`config.mk`:
```
export PLATFORM = sky130hd
export DESIGN_NAME = aamux_bus_if
export DESIGN_NICKNAME = d
export VERILOG_FILES = /design/src/rtl/aamux_pkg.sv /design/src/rtl/aamux_wr_fifo.sv /design/src/rtl/aamux_bus_if.sv
export SDC_FILE = /design/constraint.sdc
export NUM_CORES = 1
export LEC_CHECK = 0
export BUFFER_PORTS_ARGS = -buffer_cell sky130_fd_sc_hd__buf_2
export CAP_MARGIN = 40
export CORE_UTILIZATION = 50
export DETAILED_ROUTE_END_ITERATION = 7
export PLACE_DENSITY_LB_ADDON = 0.12
export REMOVE_ABC_BUFFERS = 1
export SETUP_SLACK_MARGIN = 0.4
export SYNTH_ARGS = -nofsm -noshare
export SYNTH_HDL_FRONTEND = slang
export SYNTH_SLANG_ARGS = --single-unit
```
`constraint.sdc`:
```
create_clock -name clk -period 4.44 [get_ports clk]
set_clock_uncertainty 0.1 [all_clocks]
set_input_delay 0.666 -clock clk [delete_from_list [all_inputs] [get_ports clk]]
set_output_delay 0.666 -clock clk [all_outputs]
set_load 0.02 [all_outputs]
```
`src/rtl/aamux_pkg.sv`:
```
// Shared widths, FSM encoding and protocol-error codes for the AAMUX front-end.
package aamux_pkg;

  localparam int DEF_ADDR_W = 21;
  localparam int DEF_ROW_W  = 11;
  localparam int DEF_COL_W  = 10;
  localparam int DEF_DATA_W = 8;

  typedef enum logic [2:0] {IDLE, ROW, ADDR, WRITE, READ} state_t;

  localparam logic [2:0] PC_NONE     = 3'd0;
  localparam logic [2:0] PC_WG_LOW   = 3'd1;
  localparam logic [2:0] PC_RC_W_LOW = 3'd2;
  localparam logic [2:0] PC_COL_MSB  = 3'd3;
  localparam logic [2:0] PC_DROP     = 3'd4;

endpackage

```
`src/rtl/aamux_wr_fifo.sv`:
```
// Synchronous write-transaction FIFO; head visible combinationally, zero-latency pop.
// Push is ignored when full unless a pop happens in the same cycle.
module aamux_wr_fifo #(
  parameter int W     = 29,
  parameter int DEPTH = 2
) (
  input  logic         clk,
  input  logic         rst_n,
  input  logic         push,
  input  logic         pop,
  input  logic [W-1:0] din,
  output logic [W-1:0] dout,
  output logic         full,
  output logic         empty
);

  localparam int AW = $clog2(DEPTH);

  logic [W-1:0] mem [DEPTH];
  logic [AW:0]  wptr, rptr;
  logic         wr_en, rd_en;

  assign empty = (wptr == rptr);
  assign full  = (wptr[AW] != rptr[AW]) && (wptr[AW-1:0] == rptr[AW-1:0]);
  assign wr_en = push && (!full || pop);
  assign rd_en = pop && !empty;
  assign dout  = mem[rptr[AW-1:0]];

  always_ff @(posedge clk or negedge rst_n) begin
    if (!rst_n) begin
      wptr <= '0;
      rptr <= '0;
      for (int i = 0; i < DEPTH; i++) mem[i] <= '0;
    end else begin
      if (wr_en) begin
        mem[wptr[AW-1:0]] <= din;
        wptr <= wptr + (AW+1)'(1);
      end
      if (rd_en) rptr <= rptr + (AW+1)'(1);
    end
  end

endmodule

```
`src/rtl/aamux_bus_if.sv`:
```
// AAMUX pin front-end: rebuilds addresses, queues writes for the CUI (drop when full), serves reads on DQ.
// Strobes take SYNC_STAGES+1 cycles to act; optional checker under AAMUX_PROTOCOL_CHECK_EN.
module aamux_bus_if
  import aamux_pkg::*;
#(
  parameter int ADDR_W      = DEF_ADDR_W,
  parameter int ROW_W       = DEF_ROW_W,
  parameter int COL_W       = DEF_COL_W,
  parameter int DATA_W      = DEF_DATA_W,
  parameter int SYNC_STAGES = 2,
  parameter int FIFO_DEPTH  = 2
) (
  input  logic              clk,
  input  logic              rp_n,
  input  logic              rc_pin,
  input  logic              w_n_pin,
  input  logic              g_n_pin,
  input  logic [ROW_W-1:0]  a_pin,
  input  logic [DATA_W-1:0] dq_in,
  output logic [DATA_W-1:0] dq_out,
  output logic              dq_oe,
  output logic              wr_valid,
  input  logic              wr_ready,
  output logic [ADDR_W-1:0] wr_addr,
  output logic [DATA_W-1:0] wr_data,
  output logic              rd_req,
  output logic [ADDR_W-1:0] rd_addr,
  input  logic [DATA_W-1:0] rd_data,
  input  logic              rd_valid,
  output logic              wr_drop
`ifdef AAMUX_PROTOCOL_CHECK_EN
  ,
  output logic              proto_err,
  output logic [2:0]        proto_code
`endif
);

  logic [SYNC_STAGES-1:0] rc_sync, w_sync, g_sync;
  logic [SYNC_STAGES:0]   arm;
  logic rc_d, w_d, g_d, rc_s, w_s, g_s, armed;
  logic rc_fall, rc_rise, w_fall, w_rise, g_fall, g_rise;

  state_t state, state_nxt;
  logic [ROW_W-1:0]  row_q;
  logic [COL_W-1:0]  col_q;
  logic [ADDR_W-1:0] addr_cur;
  logic rd_pend, rd_pend_nxt, rd_fire, push, pop, capture, drop_now;
  logic fifo_full, fifo_empty;

  assign rc_s  = rc_sync[SYNC_STAGES-1];
  assign w_s   = w_sync[SYNC_STAGES-1];
  assign g_s   = g_sync[SYNC_STAGES-1];
  // Edges are masked until the synchronizers have flushed out their reset value,
  // so a strobe still held low across reset release is not taken as a fresh edge.
  assign armed   = arm[SYNC_STAGES];
  assign rc_fall = armed &&  rc_d && !rc_s;
  assign rc_rise = armed && !rc_d &&  rc_s;
  assign w_fall  = armed &&  w_d  && !w_s;
  assign w_rise  = armed && !w_d  &&  w_s;
  assign g_fall  = armed &&  g_d  && !g_s;
  assign g_rise  = armed && !g_d  &&  g_s;

  assign addr_cur = {col_q, row_q};
  assign wr_valid = !fifo_empty;
  assign pop      = wr_valid && wr_ready;
  assign drop_now = push && fifo_full && !pop;

  always_comb begin
    state_nxt   = state;
    push        = 1'b0;
    rd_pend_nxt = rd_pend;
    if (rc_fall) begin
      state_nxt = ROW;
    end else begin
      case (state)
        IDLE:    if (w_fall) state_nxt = WRITE;
        ROW:     if (w_fall) state_nxt = WRITE;
                 else if (rc_rise) state_nxt = ADDR;
        ADDR:    if (w_fall) state_nxt = WRITE;
                 else if (g_fall && w_s) state_nxt = READ;
        WRITE:   if (w_rise) begin
                   state_nxt = IDLE;
                   push      = 1'b1;
                 end
        READ:    if (w_fall) state_nxt = WRITE;
                 else if (g_rise) state_nxt = IDLE;
        default: state_nxt = IDLE;
      endcase
    end
    // Reads wait behind buffered writes so the CUI sees commands in pin order.
    if (state_nxt != READ)  rd_pend_nxt = 1'b0;
    else if (state != READ) rd_pend_nxt = 1'b1;
    rd_fire = (state_nxt == READ) && rd_pend_nxt && fifo_empty;
    if (rd_fire) rd_pend_nxt = 1'b0;
    capture = (state == READ) && (state_nxt == READ) && rd_valid;
  end

  always_ff @(posedge clk or negedge rp_n) begin
    if (!rp_n) state <= IDLE;
    else       state <= state_nxt;
  end

  always_ff @(posedge clk or negedge rp_n) begin
    if (!rp_n) begin
      rc_sync <= '1;
      w_sync  <= '1;
      g_sync  <= '1;
      rc_d    <= 1'b1;
      w_d     <= 1'b1;
      g_d     <= 1'b1;
      arm     <= '0;
      row_q   <= '0;
      col_q   <= '0;
      rd_pend <= 1'b0;
      rd_req  <= 1'b0;
      rd_addr <= '0;
      dq_out  <= '0;
      dq_oe   <= 1'b0;
      wr_drop <= 1'b0;
    end else begin
      rc_sync <= {rc_sync[SYNC_STAGES-2:0], rc_pin};
      w_sync  <= {w_sync[SYNC_STAGES-2:0], w_n_pin};
      g_sync  <= {g_sync[SYNC_STAGES-2:0], g_n_pin};
      rc_d    <= rc_s;
      w_d     <= w_s;
      g_d     <= g_s;
      arm     <= {arm[SYNC_STAGES-1:0], 1'b1};
      if (rc_fall) row_q <= a_pin;
      if (rc_rise) col_q <= a_pin[COL_W-1:0];
      rd_pend <= rd_pend_nxt;
      rd_req  <= rd_fire;
      if (rd_fire) rd_addr <= addr_cur;
      if (capture) dq_out <= rd_data;
      if (state_nxt != READ) dq_oe <= 1'b0;
      else if (capture)      dq_oe <= 1'b1;
      wr_drop <= drop_now;
    end
  end

  aamux_wr_fifo #(
    .W     (ADDR_W + DATA_W),
    .DEPTH (FIFO_DEPTH)
  ) u_fifo (
    .clk   (clk),
    .rst_n (rp_n),
    .push  (push),
    .pop   (pop),
    .din   ({addr_cur, dq_in}),
    .dout  ({wr_addr, wr_data}),
    .full  (fifo_full),
    .empty (fifo_empty)
  );

`ifdef AAMUX_PROTOCOL_CHECK_EN
  logic [2:0] code_now;

  always_comb begin
    code_now = PC_NONE;
    if (armed && !w_s && !g_s)                 code_now = PC_WG_LOW;
    else if ((rc_fall || rc_rise) && !w_s)     code_now = PC_RC_W_LOW;
    else if (rc_rise && !a_pin[ROW_W-1])       code_now = PC_COL_MSB;
    else if (drop_now)                         code_now = PC_DROP;
  end

  always_ff @(posedge clk or negedge rp_n) begin
    if (!rp_n) begin
      proto_err  <= 1'b0;
      proto_code <= PC_NONE;
    end else if (!proto_err && code_now != PC_NONE) begin
      proto_err  <= 1'b1;
      proto_code <= code_now;
    end
  end
`endif

endmodule

```
==> results of run 1 <==
[metal layers]
| metal | share of wire, % | vias up |
|---|---|---|
| met5 | 0 | - |
| met4 | 0.66 | 0 |
| met3 | 5.1 | 6 |
| met2 | 50 | 81 |
| met1 | 44 | 1645 |
| li1 | - | 1457 |
[cell type report]
type / count / area share, %
clock buffer: 21 / 6.754
clock inverter: 10 / 1.994
inverter: 3 / 0.1693
multi-input combinational: 203 / 30.56
sequential: 131 / 49.48
tap: 136 / 2.559
timing repair buffer: 103 / 8.485
[synth_stat cells (2+ instances only)]
cell,number
a211oi_1,2
a2bb2oi_1,2
and3b_1,2
buf_2,5
buf_6,5
clkbuf_1,6
dfrtp_1,122
dfstp_2,9
inv_1,3
mux2_1,5
mux2_2,93
mux2_4,29
nand2_1,33
nand2b_1,3
nand3b_1,4
nor3_1,3
nor3b_1,2
o21ai_0,4
xnor2_1,4
[stage by stage]
stage | instances | setup slack, ps | area [um2]
after floorplan | 337 | 406.3 | 5328
after global placement | 574 | 2000 | 6031
after detailed placement | 575 | 1944 | 6058
after CTS | 607 | 1755 | 6650
after global routing | 607 | 1687 | 6650
final | 607 | 1795 | 6650
[timing repair]
action | 4_1_cts | 5_1_grt
resized for setup | 0 | 0
hold buffers | 1 | 0
hold endpoints to repair | 21 | 0
endpoints found under the setup margin | 0 | 0
[kinds of logic (layout without fill, tap and decap cells)]
family | after synthesis | count (layout) | synth area share, %
DFF | 131 | 131 | 60.51
muxes | 127 | 127 | 28.31
and+or+nand+nor | 58 | 58 | 6.421
buffers and inverters | 20 | 137 | 2.209
AOI/OAI and AO/OA | 12 | 12 | 1.680
xor gates and xnor gates | 5 | 5 | 0.8055
other | 1 | 1 | 0.06898
[path summary, 6_finish.rpt]
check | to | slack, ps | depth (start not counted)
setup / recovery | wr_addr[13] | 1800 | 3
hold / removal | g_sync[0] | 150 | 1
setup reg to reg | u_fifo.mem[40] | 1990 | 5
hold reg to reg | arm[2] | 250 | 0
max in group asynchronous | u_fifo.mem[12] | 2760 | 4
min in group asynchronous | u_fifo.mem[2] | 480 | 2
[critical path, cell delays in order, from the launching register on]
cell	delay, ps
dfrtp_2	360
buf_4	400
mux2_2	410
buf_2	170
[state kept, by name, indices dropped and copies added, names as in the netlist]
signal and count:
arm 3, col_q 10, dq_oe 1, dq_out 8, g_d 1, g_sync 2, rc_d 1, rc_sync 2
rd_addr 21, rd_pend 1, rd_req 1, row_q 11, state 3, u_fifo.mem 58, u_fifo.rptr 2, u_fifo.wptr 2
w_d 1, w_sync 2, wr_drop 1
[power by group]
group / internal [W] / leakage, nW / total (W) / switching [W]
clock: 0.000877 / 0.280 / 0.00137 / 0.000493
combinational: 0.000692 / 1.48 / 0.00137 / 0.000674
sequential: 0.00155 / 1.67 / 0.00176 / 0.000220
==> metrics, run 1 <==
mapped cell area 0.005436 mm2; initial antenna violation count 0; largest net degree at the start of global routing 87; WHS 145.5 ps; met1 Track Usage GR a little over a quarter; final worst-path cycle share 59.56%; CTS Buf Count 17; Worst-path clk slew 60 ps; FF-to-FF Start w_sync[1]; CTS sink cnt 131; Synth top area share 56.16%; Die X 106.3 um; post-synthesis async set-or-reset flop share 100.0%; routed wire length 10.38 mm; Yosys top cell by area dfrtp_1; Residual DRC 0; most common library cell in the layout ignoring fill and taps dfrtp_1; FMAX 378.1 MHz; CP max FO 31; Setup TNS 0 ps; CTS tree yes; Port-buffer cells 95; Reg area around 0.0033 mm2; GP Congestion 0.7132; H-tree levels 4; total power draw 0.004501 W; max cap viols 0; FF+latch count, synth 131; Core Area approximately 0.010 mm2; crit path from u_fifo.rptr[0]; die area 0.01129 mm2; PD cells about 680 mW/mm2; crit path launch type register; Row Count 37; postcts setup bufs 0; Slew HR 51.23%; prevailing post-synth register cell dfrtp_1; Final Util 63.84%; status finished, final reports clean; filler cell count 806; gr usage total around a fifth; busiest grt layer met2; # IOs 96; M2 GR Usage 32.42%; Post-Syn Instances between 300 and 400; Iter 0 DRT Violations 80; critical setup path kind reg2out; max-slew violations 0; latest clock arrival within the worst-skew pair 520 ps; clock tree root driver cell clkbuf_8; CTS Buffer Depth 2; vias in the first global route between 3000 and 4000; final setup fails 0; die height about 110 um; Hold Crit Start g_n_pin; number of synthesized flops with an enable pin 0; number of distinct library cells after synthesis 37; DR vias/cell 5.254; most frequent cells in the layout dfrtp_1, buf_2, mux2_2; Layout area overhead 22.32%; detailed-route via count 3189; post-synthesis sequential area ratio 60.51%; antenna cells 0; min Tclk post-route 2645 ps; Pleak 3.428 nW; Avg WL per Cell approximately 17 um; synth warn 0; CP arrival 1880 ps; final hold vios 0; remaining antenna violation count 0; Pre-antenna DRT Iters 4; grt ovf 0; Area contributors post-synth dfrtp_1, mux2_2, mux2_4, dfstp_2, nand2_1; nets 493; Hold WC Path Type in2reg; Worst VDD drop around 0.00032 V; Syn Area/Cell 15.36 um2; unrepaired setup endpoints after global routing false; Req. time, crit path 3670 ps; worst-margin pin slew 731.6 ps; GR Util met3 8.645%; Starting Density 52.19%; area of the multi-input gates 0.002032 mm2; Post-DP HPWL 6.548 mm; layout cells sized above 1 a little under three fifths; first-pass GRT wire length approximately 17 mm; crit end category output pin
No activity file was read; power rests on OpenSTA's default activity.
==> inputs of run 2 (changes only) <==
- ABC_AREA: default -> 1
- clock period: 4.44 -> 2.65 ns (I/O delays scaled with it)
==> run 2 against run 1 <==
Total power grew 54%. Sequential power grew 57%. Non-clock buffer count grew 20. Cell count grew 33%.
==> metrics, run 2 <==
prevailing post-synth register cell dfrtp_1; WHS 19.09 ps; post-synthesis async set-or-reset flop share 100.0%; Avg WL per Cell 14.73 um; post-synthesis sequential area ratio 60.79%; unrepaired setup endpoints after global routing true; Synth top area share about 56%; Worst Path Buf+Inv 2; FMAX 456.1 MHz; total power draw approximately 0.0069 W; mapped cell area 0.005411 mm2; Post-DP Area 0.006053 mm2; most common library cell in the layout ignoring fill and taps nand2_1; min Tclk post-route 2193 ps; antenna cells 0; first-pass GRT wire length 20.07 mm; Hold WC Path Type in2reg; Iter 0 DRT Violations 232; number of distinct library cells after synthesis 29; Setup WS pre-CTS between 600 and 700 ps; max-slew violations 0; Pre-antenna DRT Iters 4; postcts setup bufs 0; final hold vios 0; slowest stage cell on the critical path dfrtp_2; Starting Density roughly 52%; remaining antenna violation count 0; final setup margin 457.4 ps; largest net degree at the start of global routing 72; CTS Buffer Depth 2; Finished Cell Area 0.006730 mm2; worst-margin pin slew 655.5 ps; detailed-route via count 4118; most flop-heavy register u_fifo.mem; Top delay family on crit path flip-flops; CTS tree yes; initial antenna violation count 0; die height between 100 and 150 um; CP max stage delay 410 ps; Post-Syn Instances roughly 550; final setup fails 0; Area contributors post-synth dfrtp_1, nand2_1, mux2_2, dfstp_2, o21ai_0; GP Congestion slightly above 0.8; Worst-path clk slew about 50 ps; Port-buffer cells 95; critical-path cell list buf_12 -> mux2_2 -> buf_2; max cap viols 0; filler cell count 875; cell with the most instances after synthesis nand2_1; number of synthesized flops with an enable pin 0; Yosys top cell by area dfrtp_1; clock tree root driver cell clkbuf_8; CTS sink cnt between 100 and 150; synth cell count leaders nand2_1, dfrtp_1, o21ai_0; synth warn 0; gr usage total between 20% and 30%; Worst VDD drop 0.0005131 V; Syn Area/Cell 9.875 um2; CP arrival 1700 ps; grt ovf 0; routed wire length 11.93 mm; top flop regs u_fifo.mem: 58 flops, rd_addr: 21 flops, row_q: 11 flops; vias in the first global route 4125; nets 695; layout cells sized above 1 28.64%; max FFs per register 58; FF+latch count, synth approximately 130; H-tree levels 4; die area 0.01124 mm2; crit path launch type register; critical setup path kind reg2out; Reg area 0.003291 mm2; CP max FO 31; status finished, final reports clean; Slew HR 56.30%; CTS Buf Count 17; final worst-path cycle share a little over 80%; DR vias/cell 5.084; PD cells 1028 mW/mm2; area of the multi-input gates 0.001803 mm2; Residual DRC 0; crit end category output pin; most frequent cells in the layout nand2_1, dfrtp_1, buf_2; latest clock arrival within the worst-skew pair 510 ps; Layout area overhead 24.37%; Core Area 0.01042 mm2; Die X 106.0 um; Req. time, crit path between 2000 and 2500 ps; Row Count 37; # IOs between 90 and 100; Pleak around 3.6 nW; Post-DP HPWL 7.895 mm
-- run 2: worst paths after layout --
check / from / to / slack [ps] / cells after the start
min in group asynchronous: rp_n / arm[0] / 360 / 2
min: a_pin[5] / row_q[5] / 20 / 3
max: u_fifo.rptr[0] / wr_addr[0] / 460 / 3
min reg2reg: w_sync[0] / w_sync[1] / 250 / 0
max in group asynchronous: rp_n / rd_addr[16] / 1380 / 3
max reg2reg: state[1] / dq_out[6] / 670 / 8
-- run 2: final cells by class --
type | instances | share of cell area, %
flip-flops and latches | 131 | 48.89
multi-input cells | 342 | 26.79
repair buffers | 123 | 11.02
clock buffers | 27 | 7.455
inverters | 46 | 2.566
well taps | 136 | 2.528
clock inverters | 5 | 0.7436
-- run 2: stage by stage --
stage / TNS (ps) / utilization, % / std cells
floorplan: -3877 / - / 519
global placement: 0 / 58.11 / 768
detailed placement: 0 / 58.11 / 768
CTS: 0 / 64.54 / 810
global route: 0 / 64.61 / 810
finish: 0 / 64.61 / 810
-- run 2: timing repair --
action                     in CTS  in global routing
hold endpoints to repair       68                  0
setup endpoints to repair      30                  1
resized for setup               4                  1
hold buffers                   10                  0
-- run 2: tightest hold or removal path: cells and delay by family --
family / cells / cell delay (ps)
AOI/OAI and AO/OA: 1 / 60
buffers and inverters: 1 / 90
and+or+nand+nor: 1 / 50
-- run 2: report_power, final --
| group | switching, W | internal (W) |
|---|---|---|
| registers | 0.000282 | 0.00248 |
| logic | 0.00124 | 0.000761 |
| clock network | 0.000787 | 0.00136 |
| total | 0.00231 | 0.00460 |
-- run 2: cell families (layout without fill, tap and decap cells) --
family,Yosys count,count (layout),share of synthesized area [%]
XOR/XNOR,5,5,0.8094
multiplexers,29,29,6.035
AO/OA/AOI/OAI,85,85,7.977
buffers and inverters,75,201,6.266
flip-flops,131,131,60.79
other,1,1,0.06930
AND/OR/NAND/NOR,222,222,18.06
-- run 2: per-layer routing --
metal	up-vias	GRT usage [%]	routed length, um
li1	2012	-	-
met1	1997	30.59	5429
met2	98	37.44	5816
met3	11	6.622	581
met4	0	9.524	104
met5	-	0	0
